`src/rtl/mux_pkg.sv`:
```
// Shared encodings and helpers for the channel-mux family.
package mux_pkg;

  localparam logic MODE_MANUAL = 1'b0;
  localparam logic MODE_SCAN   = 1'b1;

  typedef enum logic {
    ST_MANUAL = 1'b0,
    ST_SCAN   = 1'b1
  } state_e;

  function automatic int clog2(input int value);
    int r;
    r = 0;
    for (int i = 0; i < 31; i++) begin
      if ((1 << i) < value) r = i + 1;
    end
    return r;
  endfunction

endpackage

```
`src/rtl/mux_chan_seq_if.sv`:
```
// Channel-mux bus: sample inputs, select controls and the registered output handshake.
// MUX_CHAN_PARITY_EN adds the dout_par signal.
interface mux_chan_seq_if #(
  parameter int N = 4,
  parameter int W = 1
);
  import mux_pkg::*;

  localparam int SW = clog2(N);

  logic [N*W-1:0] din;
  logic [SW-1:0]  sel;
  logic           mode;
  logic           en;
  logic           out_ready;
  logic [W-1:0]   dout;
  logic [SW-1:0]  dout_ch;
  logic           dout_valid;
  logic           sel_err;
`ifdef MUX_CHAN_PARITY_EN
  logic           dout_par;
`endif

  modport master (
    output din, sel, mode, en, out_ready,
`ifdef MUX_CHAN_PARITY_EN
    input  dout_par,
`endif
    input  dout, dout_ch, dout_valid, sel_err
  );

  modport slave (
    input  din, sel, mode, en, out_ready,
`ifdef MUX_CHAN_PARITY_EN
    output dout_par,
`endif
    output dout, dout_ch, dout_valid, sel_err
  );

endinterface

```
`src/rtl/mux_scan_ctr.sv`:
```
// Scan position (channel index + dwell count); idx is the position in effect this cycle.
// No latency on clear (idx reads 0 the same cycle); freeze blocks advance while output is stalled.
module mux_scan_ctr import mux_pkg::*; #(
  parameter int N     = 4,
  parameter int DWELL = 1
) (
  input  logic                 clk,
  input  logic                 rst,
  input  logic                 clear,
  input  logic                 advance,
  input  logic                 freeze,
  output logic [clog2(N)-1:0]  idx
);
  localparam int SW  = clog2(N);
  localparam int DCW = (DWELL > 1) ? clog2(DWELL) : 1;

  logic [SW-1:0]  idx_q, base_idx, idx_d;
  logic [DCW-1:0] dw_q, base_dw, dw_d;

  // A clear and an advance in the same cycle step from the restarted position.
  always_comb begin
    base_idx = clear ? '0 : idx_q;
    base_dw  = clear ? '0 : dw_q;
    idx_d    = base_idx;
    dw_d     = base_dw;
    if (advance && !freeze) begin
      if (base_dw == DCW'(DWELL - 1)) begin
        dw_d  = '0;
        idx_d = (base_idx == SW'(N - 1)) ? '0 : base_idx + SW'(1);
      end else begin
        dw_d  = base_dw + DCW'(1);
      end
    end
  end

  always_ff @(posedge clk or posedge rst) begin
    if (rst) begin
      idx_q <= '0;
      dw_q  <= '0;
    end else begin
      idx_q <= idx_d;
      dw_q  <= dw_d;
    end
  end

  assign idx = base_idx;

endmodule

```
`src/rtl/mux_chan_seq.sv`:
```
// Registered N:1 channel mux with manual select and auto-scan; MUX_CHAN_PARITY_EN adds dout_par.
// Latency 1 cycle din->dout; dout_valid && !out_ready freezes the output and the scan position.
module mux_chan_seq import mux_pkg::*; #(
  parameter int N     = 4,
  parameter int W     = 1,
  parameter int DWELL = 1
) (
  input  logic          clk,
  input  logic          rst,
  mux_chan_seq_if.slave bus
);
  localparam int SW = clog2(N);

  state_e        state, state_nxt;
  logic          scan_act, scan_clear, stall, slot, ch_ok, cap, err_nxt;
  logic [SW-1:0] scan_idx, ch;
  logic [W-1:0]  ch_dat;
  logic [W-1:0]  dout_q;
  logic [SW-1:0] dout_ch_q;
  logic          valid_q, err_q;

  always_ff @(posedge clk or posedge rst) begin
    if (rst) state <= ST_MANUAL;
    else     state <= state_nxt;
  end

  always_comb begin
    state_nxt = (bus.mode == MODE_SCAN) ? ST_SCAN : ST_MANUAL;
  end

  // Mode acts in the cycle it is seen, so decode from the next state.
  always_comb begin
    scan_act   = (state_nxt == ST_SCAN);
    scan_clear = scan_act && (state == ST_MANUAL);
    stall      = valid_q && !bus.out_ready;
    slot       = bus.en && !stall;
    ch         = scan_act ? scan_idx : bus.sel;
    ch_ok      = scan_act || ({1'b0, bus.sel} < (SW + 1)'(N));
    cap        = slot && ch_ok;
    err_nxt    = slot && !ch_ok;
  end

  always_comb begin
    ch_dat = '0;
    for (int k = 0; k < N; k++) begin
      if (ch == SW'(k)) ch_dat = bus.din[k*W +: W];
    end
  end

  mux_scan_ctr #(.N(N), .DWELL(DWELL)) u_scan_ctr (
    .clk     (clk),
    .rst     (rst),
    .clear   (scan_clear),
    .advance (cap && scan_act),
    .freeze  (stall),
    .idx     (scan_idx)
  );

  always_ff @(posedge clk or posedge rst) begin
    if (rst) begin
      dout_q    <= '0;
      dout_ch_q <= '0;
      valid_q   <= 1'b0;
      err_q     <= 1'b0;
    end else begin
      err_q <= err_nxt;
      if (cap) begin
        dout_q    <= ch_dat;
        dout_ch_q <= ch;
        valid_q   <= 1'b1;
      end else if (bus.out_ready) begin
        valid_q   <= 1'b0;
      end
    end
  end

`ifdef MUX_CHAN_PARITY_EN
  logic par_q;
  always_ff @(posedge clk or posedge rst) begin
    if (rst)      par_q <= 1'b0;
    else if (cap) par_q <= ^ch_dat;
  end
  assign bus.dout_par = par_q;
`endif

  assign bus.dout       = dout_q;
  assign bus.dout_ch    = dout_ch_q;
  assign bus.dout_valid = valid_q;
  assign bus.sel_err    = err_q;

endmodule
```
`src/flat_wrapper.sv`:
```
// flat-port wrapper written by rule: the top's interface ports become plain ports
module mux_chan_seq_flat import mux_pkg::*;
#(
  parameter int N     = 4,
  parameter int W     = 1,
  parameter int DWELL = 1
)
  (clk, rst, bus_din, bus_sel, bus_mode, bus_en, bus_out_ready, bus_dout, bus_dout_ch, bus_dout_valid, bus_sel_err);
  mux_chan_seq_if #(.N(N), .W(W)) bus_i ();
  input  logic clk;
  input  logic rst;
  input wire logic [$bits(bus_i.din)-1:0] bus_din;
  input wire logic [$bits(bus_i.sel)-1:0] bus_sel;
  input wire logic [$bits(bus_i.mode)-1:0] bus_mode;
  input wire logic [$bits(bus_i.en)-1:0] bus_en;
  input wire logic [$bits(bus_i.out_ready)-1:0] bus_out_ready;
  output wire logic [$bits(bus_i.dout)-1:0] bus_dout;
  output wire logic [$bits(bus_i.dout_ch)-1:0] bus_dout_ch;
  output wire logic [$bits(bus_i.dout_valid)-1:0] bus_dout_valid;
  output wire logic [$bits(bus_i.sel_err)-1:0] bus_sel_err;
  assign bus_i.din = bus_din;
  assign bus_i.sel = bus_sel;
  assign bus_i.mode = bus_mode;
  assign bus_i.en = bus_en;
  assign bus_i.out_ready = bus_out_ready;
  assign bus_dout = bus_i.dout;
  assign bus_dout_ch = bus_i.dout_ch;
  assign bus_dout_valid = bus_i.dout_valid;
  assign bus_sel_err = bus_i.sel_err;
  mux_chan_seq #(.N(N), .W(W), .DWELL(DWELL)) u_core (.clk(clk), .rst(rst), .bus(bus_i));
endmodule
```
`config.mk`:
```
export PLATFORM = sky130hd
export DESIGN_NAME = mux_chan_seq_flat
export DESIGN_NICKNAME = d
export VERILOG_FILES = /design/src/rtl/mux_pkg.sv /design/src/rtl/mux_chan_seq_if.sv /design/src/rtl/mux_scan_ctr.sv /design/src/rtl/mux_chan_seq.sv /design/src/flat_wrapper.sv
export SDC_FILE = /design/constraint.sdc
export NUM_CORES = 1
export LEC_CHECK = 0
export CORE_AREA = 3 3 40 42
export CTS_BUF_LIST = sky130_fd_sc_hd__clkbuf_8
export DETAILED_ROUTE_END_ITERATION = 16
export DIE_AREA = 0 0 43 45
export GPL_ROUTABILITY_DRIVEN = 0
export RECOVER_POWER = 50
export SYNTH_ARGS = -nofsm -noshare
export SYNTH_HDL_FRONTEND = slang
export SYNTH_SLANG_ARGS = --single-unit
export TNS_END_PERCENT = 30
```
`constraint.sdc`:
```
create_clock -name clk -period 1.15 [get_ports clk]
set_clock_uncertainty 0.05 [all_clocks]
set_input_delay 0.115 -clock clk [delete_from_list [all_inputs] [get_ports clk]]
set_output_delay 0.115 -clock clk [all_outputs]
set_load 0.005 [all_outputs]
```
Word-level counts from Yosys, hierarchy flattened:

Cells that the tools add are included.

* bits in registers: 8
* input bits: 11
* output and inout bits: 5
* logic and storage cells: 37

* $add $sub $neg: 2
* equal/unequal tests: 4
* mux-type cells: 15
* bitwise gates (word level): 1
* reductions and logical operators: 9

Operators by type and width (count)
* two-way mux 1 bit: 10
* two-way mux 2 bit: 5
* equality test 2 bit, second input constant: 3
* logical AND 1 bit: 5
* adder 2 x 1 -> 2 bit, second input constant: 1
* equality test 2 x 1 -> 1 bit, second input constant: 1
* zero test 1 bit: 2
* zero test 2 bit: 1
* nonzero test 2 bit: 1
* adder 1 bit, second input constant: 1
* inverter 1 bit: 1

Longest topological paths before layout:

Gate-level depths: netlist (run 1).

* depth in word-level cells: 9
* depth in mapped cells: 5
* depth with buffers taken out: 4

By module:

Synthesis (run 1) repeated with hierarchy kept, for this count alone.

* cells, all modules: 49
* area total of the unflattened synthesis: 480.5 sq um

By module, submodules not included
* mux_chan_seq: instances 1, cells an instance 35, area each 317.8 sq um, sequential area each 125.1 sq um
* mux_scan_ctr: instances 1, cells an instance 14, area each 162.7 sq um, sequential area each 75.1 sq um

Least setup slack after synthesis (run 1):

OpenSTA, ideal clock, no wires.

* path kind: flip-flop to flip-flop
* start: register u_core.state
* end: register u_core.dout_q, in the netlist u_core.bus.dout
* setup time: 0.132 ns
* arrival: 0.929 ns
* required time: 0.968 ns
* path slack: 0.039 ns
* stages on the path, launching flop included: 5
* buffers on the path: 0
* clock period less this slack: 1.111 ns
* path through: dfrtp_1 -> nand3_2 -> o21ai_2 -> mux2i_1 -> o221ai_2

* word-level cells in the longest chain between the ends: 9
* elaborated cells on any way between the ends: 12
* classes of those cells: eq/ne (3); mux (6); bitwise (1); reduce/logical (2)

RTL lines
* start: declaration: line mux_chan_seq.sv:14 `state_e state, state_nxt;`
* start signal: assignment: line mux_chan_seq.sv:24 `else state <= state_nxt;`
* inverter 1 bit (*): line mux_chan_seq.sv:34 `scan_clear = scan_act && (state == ST_MANUAL);`
* logical AND 1 bit (*): line mux_chan_seq.sv:34
* two-way mux 2 bit (*): line mux_scan_ctr.sv:22 `base_idx = clear ? '0 : idx_q;`
* two-way mux 2 bit (*): line mux_chan_seq.sv:37 `ch = scan_act ? scan_idx : bus.sel;`
* zero test 2 bit: line mux_chan_seq.sv:46 `if (ch == SW'(k)) ch_dat = bus.din[k*W +: W];`
* two-way mux 1 bit (3 in series): line mux_chan_seq.sv:46
* two-way mux 1 bit (*): line mux_chan_seq.sv:46
* end signal: assignment: line mux_chan_seq.sv:68 `dout_q <= ch_dat;`
* end: declaration: line mux_chan_seq.sv:18 `logic [W-1:0] dout_q;`

Every way passes the cells marked *; elsewhere a longest branch is shown, timed or not.
A chain may end at the register's enable or synchronous reset.

Worst setup path in the final report (run 1):

Same ends and word-level chain as after synthesis.

==> key figures, run 1 <==
Run status
  – Status: complete, no violations

Routing
  – Post-Route WL: 911 um
  – Vias post-DR: 356
  – Iter 0 DRT Violations: 6
  – Routed Antenna Nets: 0
  – Initial DRT Pass Iterations: 4
  – DRC violations left: 0
  – Via density: 4.62
  – Drt wl/cell: 11.8 um

Power
  – Clock power frac: 38.8%
  – P_leak: 0.306 nW
  – Internal power: 654 uW
  – Net Sw Frac: 25.2%
  – PD cells: 1380 nW/um^2
  – Peak VDD IR: 0.000675 V
  – Sw power: 220 uW
  – Sequential Power Share: 39.3%
  – Comb power frac: 21.9%

Global route
  – Largest net degree at the start of global routing: 11
  – Total grt overflow: 0
  – Gr usage total: 10.6%
  – First-pass GRT wire length: 1430 um
  – Initial antenna violation count: 0
  – Vias in the first global route: 326

Placed design
  – Post-placement setup slack: -0.451 ns
  – Hpwl dp: 650 um
  – DP Area: 583 sq um
  – Placed insts: 72
  – Count of input and output buffers: 14

Clock network
  – Inserted Clock Buffers: 3
  – Clock latency on the worst-skew pair: 0.23 ns
  – CTS H-Tree Depth: 1
  – CTS tree: yes
  – CTS Hold Bufs: 0
  – Clock Sinks: 8
  – Root buffer cell: clkbuf_8
  – CTS Buffer Depth: 2
  – Clock transition at path regs: 0.04 ns

Setup path
  – Crit path DAT: 1.20 ns
  – CP required: 1.21 ns
  – R2R Setup Slk: 0.001 ns
  – Reg2reg start: u_core.state
  – CP Class: flip-flop to flip-flop
  – Capture point of the worst path: u_core.bus.dout
  – Worst setup SP type: flip-flop
  – R2R depth: 4
  – Worst-path maximum fanout: 3
  – Crit. Startpoint: u_core.state
  – Crit end category: flip-flop
  – Reg2reg end: u_core.bus.dout

Die
  – CORE AREA: 1280 sq um
  – Num rows: 13
  – I/O pin cnt: 16
  – Die Wd: 43 um
  – Initial Util: 33.3%
  – Die Span Y: 45 um
  – Die area: 1940 sq um

Synthesis
  – Top cells by count, synth: nand2_1, dfrtp_1, mux2i_1, inv_1
  – #FFs+latches synth: 8
  – Syn_nets: 54
  – Synth area leaders: dfrtp_1, nand2_1, mux2i_1
  – Predominant post-synthesis flop cell: dfrtp_1
  – Post-synth top area share: 46.8%
  – Most frequent cell after synthesis: nand2_1
  – Cells after Synth: 43
  – Cell accounting for the most synthesized area: dfrtp_1
  – Synthesized area: 428 sq um
  – Async set or reset register ratio after synthesis: 100%
  – Yosys warnings: 0
  – Post-synth cell types: 19
  – Number of synthesized flops with an enable pin: 0
  – Mapped Avg Cell Area: 9.95 sq um
  – Register area share after synthesis: 46.8%

Flow run
  – Max-Cap Viols: 0

Final layout
  – Layout Cells excl Fill: 77
  – Share of cells above drive strength 1: 19.4%
  – Register Area: 200 sq um
  – Area Growth Syn to Fin: 48.0%
  – Post-route cell area: 633 sq um
  – Nets@finish: 75
  – Filler instances: 123
  – Ant diodes: 0
  – Multi-input logic area: 198 sq um

Timing
  – Slew Limit Fails: 0
  – F_max: 871 MHz
  – Setup TNS: 0 ns
  – Fin crit share: 99.9%
  – Unrepaired setup endpoints after global routing: true
  – Fin. Hold Viols: 0
  – Final min period: 1.15 ns
  – PnR worst setup slack: 0.00136 ns
  – Final setup fails: 0

Worst hold path
  – Hold Path Class: input port to asynchronous set/reset pin
## layer usage
| metal | GRT usage, % | up-vias | wire, um |
|---|---|---|---|
| li1 | - | 180 | - |
| met1 | 13.8 | 160 | 463 |
| met2 | 13.5 | 16 | 362 |
| met3 | 7.57 | 0 | 85 |
| met4 | 3.61 | 0 | 0 |
| met5 | 0 | - | 0 |
## metrics by stage
stage          hold slack [ns]  utilization, %  total power [mW]
6_report                 0.220            49.3             0.874
5_1_grt                  0.247            49.3             0.930
4_1_cts                 0.0994            48.1             0.873
2_1_floorplan           -0.119               -             0.448
3_5_place_dp             0.344            45.4             0.541
3_3_place_gp             0.341            45.4             0.539
## placed cells by master, fill, tap and decap left out, types with 2 or more instances in the layout
master / n
nand2b_1: 2
clkdlybuf4s50_1: 8
nand2_1: 11
inv_1: 3
a31oi_1: 2
mux2i_1: 4
dfrtp_1: 8
dlygate4sd2_1: 5
clkbuf_8: 3
buf_4: 4
## repair_timing
item	CTS	global route
setup endpoints to repair	6	3
pin swaps	0	3
buffers inserted	0	2
gates resized for setup	5	0
## area by class of cell
cell class | count | area share [%]
sequential | 8 | 31.6
tap | 15 | 2.96
clock buffer | 3 | 6.52
inverter | 3 | 1.78
multi-input combinational | 30 | 31.2
timing repair buffer | 18 | 25.9
## logic make-up (layout without fill, tap and decap cells)
logic type	count (synthesis)	in the layout	share of synthesized area, %
simple gates	18	18	22.5
flops	8	8	46.8
compound gates	7	7	13.4
buf+inv	5	24	7.02
mux	4	4	9.36
other cells	1	1	0.876
## sequential cells by signal, indices dropped and copies added (netlist names)
name                     flops
u_core.u_scan_ctr.dw_q       1
u_core.state                 1
u_core.bus.dout_valid        1
u_core.bus.dout_ch           2
u_core.bus.dout              1
u_core.u_scan_ctr.idx_q      2
## power groups by stage
stage	registers [mW]	clock network, mW	logic, mW
2_1_floorplan	0.346	0	0.102
3_3_place_gp	0.347	0	0.192
3_5_place_dp	0.347	0	0.195
6_report	0.343	0.339	0.191
5_1_grt	0.346	0.373	0.210
4_1_cts	0.343	0.350	0.180
## critical path: stages, from the launching register on
cell      delay [ns]
dfrtp_1         0.39
buf_4           0.14
a31oi_1         0.18
nand2b_2        0.16
o221ai_2        0.10
## worst min path at each step
stage | startpoint | endpoint | slack (ns) | depth (start not counted)
after global routing | rst | u_core.bus.dout | 0.25 | 2
after floorplan | rst | u_core.bus.dout | -0.12 | 1
after detailed placement | rst | u_core.bus.dout_ch[1] | 0.34 | 2
final | rst | u_core.bus.dout | 0.22 | 2
after global placement | rst | u_core.bus.dout_ch[1] | 0.34 | 2
after CTS | rst | u_core.bus.dout | 0.1 | 2
Note: power is estimated with default switching activity, not from simulation.
==> inputs of run 2 (changes only) <==
--- a/config.mk
+++ b/config.mk
@@ -5,12 +5,12 @@
 export SDC_FILE = /design/constraint.sdc
 export NUM_CORES = 1
 export LEC_CHECK = 0
+export ABC_AREA = 1
 export CORE_AREA = 3 3 40 42
 export CTS_BUF_LIST = sky130_fd_sc_hd__clkbuf_8
 export DETAILED_ROUTE_END_ITERATION = 16
 export DIE_AREA = 0 0 43 45
 export GPL_ROUTABILITY_DRIVEN = 0
-export RECOVER_POWER = 50
 export SYNTH_ARGS = -nofsm -noshare
 export SYNTH_HDL_FRONTEND = slang
 export SYNTH_SLANG_ARGS = --single-unit
==> key figures, run 2 <==
Synthesis
  – Cells after Synth: 56 (+30%)
  – #FFs+latches synth: 8 (unchanged)
  – Register area share after synthesis: 46.4% (-0.41 points)
  – Cell accounting for the most synthesized area: dfrtp_1
  – Top cells by count, synth: nand2_1, dfrtp_1, inv_1, nand3_1, nor2_1
  – Number of synthesized flops with an enable pin: 0 (unchanged)
  – Synthesized area: 432 sq um (+0.88%)
  – Post-synth top area share: 46.4% (-0.41 points)
  – Most frequent cell after synthesis: nand2_1
  – Synth area leaders: dfrtp_1, nand2_1, nand3_1
  – Mapped Avg Cell Area: 7.71 sq um (-23%)
  – Post-synth cell types: 15 (-4)
  – Predominant post-synthesis flop cell: dfrtp_1
  – Yosys warnings: 0 (unchanged)
  – Async set or reset register ratio after synthesis: 100% (unchanged)
  – Syn_nets: 67 (+24%)

Routing
  – DRC violations left: 0 (unchanged)
  – Post-Route WL: 829 um (-9.0%)
  – Via density: 4.33 (-6.4%)
  – Routed Antenna Nets: 0 (unchanged)
  – Drt wl/cell: 9.11 um (-23%)
  – Initial DRT Pass Iterations: 2 (-2)
  – Vias post-DR: 394 (+11%)
  – Iter 0 DRT Violations: 3 (-3)

Setup path
  – Worst-path maximum fanout: 3 (unchanged)
  – Crit path DAT: 1.16 ns (-0.04 ns)
  – CP Class: input port to flip-flop
  – CP required: 1.21 ns (about the same)
  – Crit end category: flip-flop
  – Worst setup SP type: input port

Timing
  – Unrepaired setup endpoints after global routing: true
  – Slew Limit Fails: 0 (unchanged)
  – Fin crit share: 95.5% (-4.4 points)
  – F_max: 911 MHz (+4.6%)
  – Final min period: 1.10 ns (-0.0507 ns)
  – Final setup fails: 0 (unchanged)
  – Fin. Hold Viols: 0 (unchanged)

Clock network
  – CTS tree: yes
  – Clock Sinks: 8 (unchanged)
  – Clock latency on the worst-skew pair: 0.22 ns (about the same)
  – CTS Hold Bufs: 0 (unchanged)
  – Root buffer cell: clkbuf_8
  – CTS H-Tree Depth: 1 (unchanged)
  – Clock transition at path regs: 0.04 ns (about the same)
  – CTS Buffer Depth: 2 (unchanged)
  – Inserted Clock Buffers: 3 (unchanged)

Global route
  – Largest net degree at the start of global routing: 9 (-2)
  – Vias in the first global route: 378 (+16%)
  – First-pass GRT wire length: 1450 um (+1.5%)
  – Total grt overflow: 0 (unchanged)
  – Initial antenna violation count: 0 (unchanged)
  – Gr usage total: 9.76% (-0.81 points)

Die
  – Die Wd: 43 um (unchanged)
  – Num rows: 13 (unchanged)
  – CORE AREA: 1280 sq um (unchanged)
  – Initial Util: 33.6% (+0.29 points)
  – I/O pin cnt: 16 (unchanged)
  – Die Span Y: 45 um (unchanged)
  – Die area: 1940 sq um (unchanged)

Final layout
  – Layout Cells excl Fill: 91 (+18%)
  – Register Area: 200 sq um (unchanged)
  – Nets@finish: 89 (+19%)
  – Most frequent cells in the layout: nand2_1, clkdlybuf4s50_1, dfrtp_1, inv_1, nand3_1
  – Ant diodes: 0 (unchanged)
  – Area Growth Syn to Fin: 53.9%
  – Filler instances: 133 (+8.1%)
  – Commonest non-fill, non-tap cell in the layout: nand2_1
  – Multi-input logic area: 203 sq um (+2.5%)
  – Share of cells above drive strength 1: 23.7% (+4.3 points)

Placed design
  – Hpwl dp: 675 um (+3.9%)
  – Placed insts: 87 (+21%)
  – Count of input and output buffers: 14 (unchanged)

Run status
  – Status: complete, no violations

Flow run
  – Max-Cap Viols: 0 (unchanged)

Power
  – P_leak: 0.350 nW (+14%)
  – Peak VDD IR: 0.000878 V (+30%)
  – Power Total: 831 uW (-4.9%)
  – PD cells: 1250 nW/um^2 (-9.4%)

Worst hold path
  – Hold Path Class: input port to asynchronous set/reset pin
-- run 2: repair_timing --
item                                    CTS  global route
endpoints found under the setup margin    7             5
pin swaps                                 0             3
setup buffers                             1             1
cloned                                    0             0
gates resized for setup                   6             4
-- run 2: worst max-delay path, stage by stage --
cell and delay (ns):
clkdlybuf4s50_1 0.47, inv_2 0.05, a21oi_4 0.17, nand2_4 0.08, nor2_4 0.12, nand2_1 0.06
nand2_1 0.05, nand2_1 0.05
-- run 2: final timing paths --
kind                                            start                         end  slack (ns)  cells after the start
worst max-delay path                    bus_out_ready  u_core.u_scan_ctr.idx_q[1]        0.05                      8
worst min register to register        u_core.bus.dout             u_core.bus.dout        0.42                      2
worst min-delay path                              rst       u_core.bus.dout_ch[1]        0.08                      2
worst max register to register  u_core.bus.dout_valid  u_core.u_scan_ctr.idx_q[1]        0.06                      6
min in group clk                             bus_mode                u_core.state        0.28                      1
max in group asynchronous                         rst                u_core.state        0.75                      2
-- run 2: cells by family after synthesis --
kind of cell | share of synthesized area [%]
DFF | 46.4
other | 0.869
AOI/OAI and AO/OA | 8.12
and+or+nand+nor | 34.2
buffers and inverters | 10.4
-- run 2: routing by layer --
layer	track usage, %	vias up	wire length [um]
li1	-	211	-
met1	13.4	173	414
met2	14.7	10	356
met3	2.79	0	57
met4	3.61	0	0
met5	0	-	0
-- run 2: layout make-up --
type | instances | area share, %
Inverter | 10 | 5.65
Clock buffer | 3 | 6.21
Multi-Input combinational cell | 37 | 30.5
Tap cell | 15 | 2.82
Sequential cell | 8 | 30.1
Timing Repair Buffer | 18 | 24.7
-- run 2: where the power goes --
part           total, mW  switching (mW)  internal, mW  leakage (nW)
clock              0.329           0.103         0.226        0.0216
sequential         0.332          0.0185         0.314        0.0987
combinational      0.170          0.0794        0.0904         0.230
total              0.831           0.201         0.631         0.350
-- run 2: per-stage QoR --
stage | hold slack (ns) | util [%] | TNS [ns] | setup WS (ns) | instance area [sq um]
finish | 0.0761 | 51.7 | 0 | 0.0521 | 664
global route | 0.113 | 51.7 | -0.0262 | -0.0262 | 664
CTS | 0.0876 | 50.6 | -0.0376 | -0.0372 | 651
detailed placement | 0.326 | 47.1 | -1.22 | -0.265 | 606
global placement | 0.336 | 47.1 | -1.06 | -0.228 | 606
floorplan | -0.119 | - | 0 | 0.0404 | 432
